==> config.mk <==
export PLATFORM = sky130hd
export DESIGN_NAME = uart_tx_frame
export DESIGN_NICKNAME = d
export VERILOG_FILES = /design/src/rtl/uart_tx_frame.sv
export SDC_FILE = /design/constraint.sdc
export NUM_CORES = 1
export LEC_CHECK = 0
export BUFFER_PORTS_ARGS = -buffer_cell sky130_fd_sc_hd__buf_4
export CORE_MARGIN = 4
export CORE_UTILIZATION = 59
export CTS_BUF_LIST = sky130_fd_sc_hd__clkbuf_16
export CTS_CLUSTER_DIAMETER = 120
export DETAILED_ROUTE_END_ITERATION = 8
export GPL_TIMING_DRIVEN = 0
export PLACE_DENSITY = 0.88
export SETUP_SLACK_MARGIN = 0.05
export SYNTH_ARGS = -nofsm -noshare
export SYNTH_HDL_FRONTEND = slang
export SYNTH_SLANG_ARGS = --single-unit
==> constraint.sdc <==
create_clock -name clock -period 4.7 [get_ports clock]
set_clock_uncertainty 0.1 [all_clocks]
set_input_delay 0.94 -clock clock [delete_from_list [all_inputs] [get_ports clock]]
set_output_delay 0.94 -clock clock [all_outputs]
set_load 0.1 [all_outputs]
==> src/rtl/uart_tx_frame.sv <==
// uart_tx_frame: UART transmit framer.
// Latches a parallel word and serializes it as start bit, data (LSB first),
// optional even/odd parity bit and stop bit(s). Every line bit is held for
// CLKS_PER_BIT clocks. tx_out and busy are registered outputs.
// Optional build macro UART_TX_TWO_STOP_EN: send two stop bits instead of one.
module uart_tx_frame #(
  parameter int unsigned DATA_WIDTH   = 8,
  parameter int unsigned CLKS_PER_BIT = 1
) (
  input  logic                  clock,
  input  logic                  reset,
  input  logic [DATA_WIDTH-1:0] data_in,
  input  logic                  data_valid,
  input  logic                  parity_enable,
  input  logic                  parity_type,
  output logic                  tx_out,
  output logic                  busy
);

  localparam int unsigned CNT_W = (CLKS_PER_BIT > 1) ? $clog2(CLKS_PER_BIT) : 1;
  localparam int unsigned IDX_W = (DATA_WIDTH > 1) ? $clog2(DATA_WIDTH) : 1;

`ifdef UART_TX_TWO_STOP_EN
  localparam int unsigned STOP_BITS = 2;
`else
  localparam int unsigned STOP_BITS = 1;
`endif

  localparam logic [CNT_W-1:0] LAST_CYCLE = CNT_W'(CLKS_PER_BIT - 1);
  localparam logic [IDX_W-1:0] LAST_DATA  = IDX_W'(DATA_WIDTH - 1);
  localparam logic [IDX_W-1:0] LAST_STOP  = IDX_W'(STOP_BITS - 1);

  typedef enum logic [2:0] {
    IDLE   = 3'd0,
    START  = 3'd1,
    DATA   = 3'd2,
    PARITY = 3'd3,
    STOP   = 3'd4
  } txState_t;

  txState_t              r_state;
  txState_t              w_nextState;
  logic [CNT_W-1:0]      r_cycleCnt;
  logic [CNT_W-1:0]      w_nextCycleCnt;
  logic [IDX_W-1:0]      r_bitIdx;
  logic [IDX_W-1:0]      w_nextBitIdx;
  logic [DATA_WIDTH-1:0] r_shift;
  logic [DATA_WIDTH-1:0] w_nextShift;
  logic                  r_parity;
  logic                  w_nextParity;
  logic                  r_parityEn;
  logic                  w_nextParityEn;
  logic                  w_bitDone;
  logic                  w_txNext;
  logic                  w_busyNext;

  // Last clock of the current line bit.
  assign w_bitDone = (r_cycleCnt == LAST_CYCLE);

  // State register; an asserted reset abandons any frame in progress.
  always_ff @(posedge clock or negedge reset) begin
    if (!reset) begin
      r_state <= IDLE;
    end else begin
      r_state <= w_nextState;
    end
  end

  // Next-state and datapath update: bit timing, data shifting, accept-time latching.
  always_comb begin
    w_nextState    = r_state;
    w_nextCycleCnt = w_bitDone ? '0 : (r_cycleCnt + CNT_W'(1));
    w_nextBitIdx   = r_bitIdx;
    w_nextShift    = r_shift;
    w_nextParity   = r_parity;
    w_nextParityEn = r_parityEn;

    case (r_state)
      IDLE: begin
        w_nextCycleCnt = '0;
        w_nextBitIdx   = '0;
        if (data_valid) begin
          w_nextState    = START;
          w_nextShift    = data_in;
          w_nextParity   = parity_type ? ~(^data_in) : (^data_in);
          w_nextParityEn = parity_enable;
        end
      end

      START: begin
        if (w_bitDone) begin
          w_nextState  = DATA;
          w_nextBitIdx = '0;
        end
      end

      DATA: begin
        if (w_bitDone) begin
          w_nextShift = r_shift >> 1;
          if (r_bitIdx == LAST_DATA) begin
            w_nextBitIdx = '0;
            w_nextState  = r_parityEn ? PARITY : STOP;
          end else begin
            w_nextBitIdx = r_bitIdx + IDX_W'(1);
          end
        end
      end

      PARITY: begin
        if (w_bitDone) begin
          w_nextState  = STOP;
          w_nextBitIdx = '0;
        end
      end

      STOP: begin
        if (w_bitDone) begin
          if (r_bitIdx == LAST_STOP) begin
            w_nextState  = IDLE;
            w_nextBitIdx = '0;
          end else begin
            w_nextBitIdx = r_bitIdx + IDX_W'(1);
          end
        end
      end

      default: begin
        w_nextState    = IDLE;
        w_nextCycleCnt = '0;
        w_nextBitIdx   = '0;
      end
    endcase
  end

  // Line level and busy for the upcoming cycle, looked up from the next state so the outputs can be registered.
  always_comb begin
    w_txNext   = 1'b1;
    w_busyNext = 1'b0;
    case (w_nextState)
      START: begin
        w_txNext   = 1'b0;
        w_busyNext = 1'b1;
      end
      DATA: begin
        w_txNext   = w_nextShift[0];
        w_busyNext = 1'b1;
      end
      PARITY: begin
        w_txNext   = r_parity;
        w_busyNext = 1'b1;
      end
      STOP: begin
        w_txNext   = 1'b1;
        w_busyNext = 1'b1;
      end
      default: begin
        w_txNext   = 1'b1;
        w_busyNext = 1'b0;
      end
    endcase
  end

  // Datapath and output registers; reset forces an idle-high line at once.
  always_ff @(posedge clock or negedge reset) begin
    if (!reset) begin
      r_cycleCnt <= '0;
      r_bitIdx   <= '0;
      r_shift    <= '0;
      r_parity   <= 1'b0;
      r_parityEn <= 1'b0;
      tx_out     <= 1'b1;
      busy       <= 1'b0;
    end else begin
      r_cycleCnt <= w_nextCycleCnt;
      r_bitIdx   <= w_nextBitIdx;
      r_shift    <= w_nextShift;
      r_parity   <= w_nextParity;
      r_parityEn <= w_nextParityEn;
      tx_out     <= w_txNext;
      busy       <= w_busyNext;
    end
  end

endmodule

==> qor.yml <==
synth_nets: 120
worst-path-buf-inv: 1
nFillCells: 98
gp_congestion: 0.764
synth_top_area_share: 0.411
critPathTopFamily: "flip-flops"
initial_core_util: 0.657
p_switching_mw: 0.322
post_synth_main_area_contributors: "dfrtp_1 41%, nor2b_1 5.4%, o21ai_0 5.3%"
seqPwrFrac: 0.317
numCtsBuffers: 3
cts_buffer_depth: 2
yosys.cell_count.top_type: "dfrtp_1"
fin_area_mm2: 0.00124
num-nets-final: 139
status: "finished clean"
pre_cts_ws_ns: 2.37
path_cells: "buf_4"
ir_drop_mv: 0.380
ys_ff_latch: 18
finalSetupViolCount: 0
swShare: 0.390
synth-edff-count: 0
power_density_mw_per_mm2: 666
grt_start_max_net_pins: 19
max_freq_mhz: 483
hold_viol: 0
placed_cells: 134
numPortBuffers: 14
maxSlewViolCount: 0
async_flop_share: 1.00
period_share: 0.441
yosysWarnings: 0
avgSynthCellArea_um2: 9.96
synth_ff_type: "dfrtp_1"
ant_nets: 0
cts_max_level: 1
wire_per_inst_um: 15.6
r2r_setup_slack_ns: 2.71
route.detailed.drc: 0
clkSinkCount: 18
crit_fanout: 1
ctsHoldBuffers: 0
fp.dieH_um: 49.9
drtPass1Iterations: 4
core_mm2: 0.00158
hold_class: "flip-flop to flip-flop"
critPathSlowestCell: "dfstp_2"
slew-limit-headroom: 0.722
p_leak_nw: 0.567
cp_slowest_stage_delay_ns: 0.51
pwr-share-clk: 0.204
layout-drive-gt1-share: 0.238
crit_required_ns: 3.66
grt_pass1_vias: 822
ys_seq_area_frac: 0.436
synth_top_cells_by_count: "17 x dfrtp_1, 11 x o21ai_0, 9 x nor2b_1"
hpwlAfterDp_mm: 1.54
synth_area_mm2: 0.00104
endpoint_kind: "primary output"
insertion_delay_ns: 0.25
p_int_mw: 0.504
cts_resized: 0
netlist_instances: 104
vias: 845
rsz0062_at_grt: "false"
setup_ws_ns: 2.63
yosys.area.top_type: "dfrtp_1"
ys_types: 33
antenna_found_initial: 0
critical_path_class: "flip-flop to primary output"
diodes: 0
root_buffer: "clkbuf_16"
rows: 14
worst_pin_slew_ns: 0.417
die_area_mm2: 0.00249
cap_violations: 0
boundaryPins: 15
grt_first_pass_wirelength_mm: 3.73
combPwrFrac: 0.479
die_w_um: 49.9
final_cells: 138
viasPerCell: 6.12
overflow: 0
start_kind: "flip-flop"
final.min_clock_period_ns: 2.07
drt_wl_total_mm: 2.16
drt_iter0_drc: 30
grt_usage: 0.195
clkTransAtPathRegs_ns: 0.05
power_mw: 0.826
area_growth_pct: 19.7
cts_tree: "yes"
postCtsSetupRepairBufs: 0
tns_ns: 0
placement.cell_area_mm2: 0.00116
arrival_ns: 1.03
## final timing paths
path | from | endpoint | cells after the start
max | tx_out | tx_out | 1
min | r_shift[7] | r_shift[7] | 2
max reg2reg | r_bitIdx[0] | tx_out | 6
min reg2reg | r_shift[7] | r_shift[7] | 2
max in group asynchronous | reset | tx_out | 1
min in group asynchronous | reset | r_shift[5] | 1
## state kept, by name (all words and copies together) (netlist names)
name,count
r_parity,1
busy,1
r_state,3
r_parityEn,1
r_shift,8
tx_out,1
r_bitIdx,3
## cells by family after synthesis
group                      after synthesis  synth area share
AOI/OAI and AO/OA                       32             0.197
DFF                                     18             0.436
adders and majority gates                3            0.0362
buffers and inverters                   11            0.0543
and+or+nand+nor                         31             0.182
xor gates and xnor gates                 7            0.0725
muxes                                    2            0.0217
## per-stage QoR
stage          hold slack, ns   util
2_1_floorplan           0.365      -
3_3_place_gp            0.390  0.737
5_1_grt                 0.431  0.787
6_report                0.403  0.787
4_1_cts                 0.408  0.787
3_5_place_dp            0.396  0.737
## routing by layer
layer,share of wire,wire length [um],global-route usage,up-vias
met4,0.018,39,0.0829,0
met2,0.51,1090,0.313,26
met5,0,0,0,-
li1,-,-,-,399
met1,0.43,929,0.257,416
met3,0.045,97,0.0331,4
## cell type report
class | count | area, um2 | share of cell area
flip-flops and latches | 18 | 452 | 0.364
clock inverters | 1 | 3.75 | 0.00303
plain buffers | 7 | 41.3 | 0.0333
multi-input cells | 75 | 528 | 0.426
repair buffers | 14 | 105 | 0.0848
well taps | 16 | 20.0 | 0.0161
clock buffers | 3 | 75.1 | 0.0605
inverters | 4 | 15.0 | 0.0121
## cell usage in the layout, fill, tap and decap left out, types with 4 or more instances in the layout
cell type  instances
a21oi_1            4
a31oi_1            7
buf_4             15
nand2b_1           4
inv_1              4
o21ai_0           11
xnor2_1            5
dfrtp_1           17
nor2b_1            9
a22oi_1            6
## power by group through the flow
stage,combinational (mW),clock [mW],sequential (mW)
floorplan,0.254,0,0.313
global placement,0.378,0,0.260
detailed placement,0.389,0,0.263
CTS,0.393,0.171,0.261
global route,0.433,0.182,0.270
finish,0.395,0.168,0.262
(Power assumes the default switching activity.)
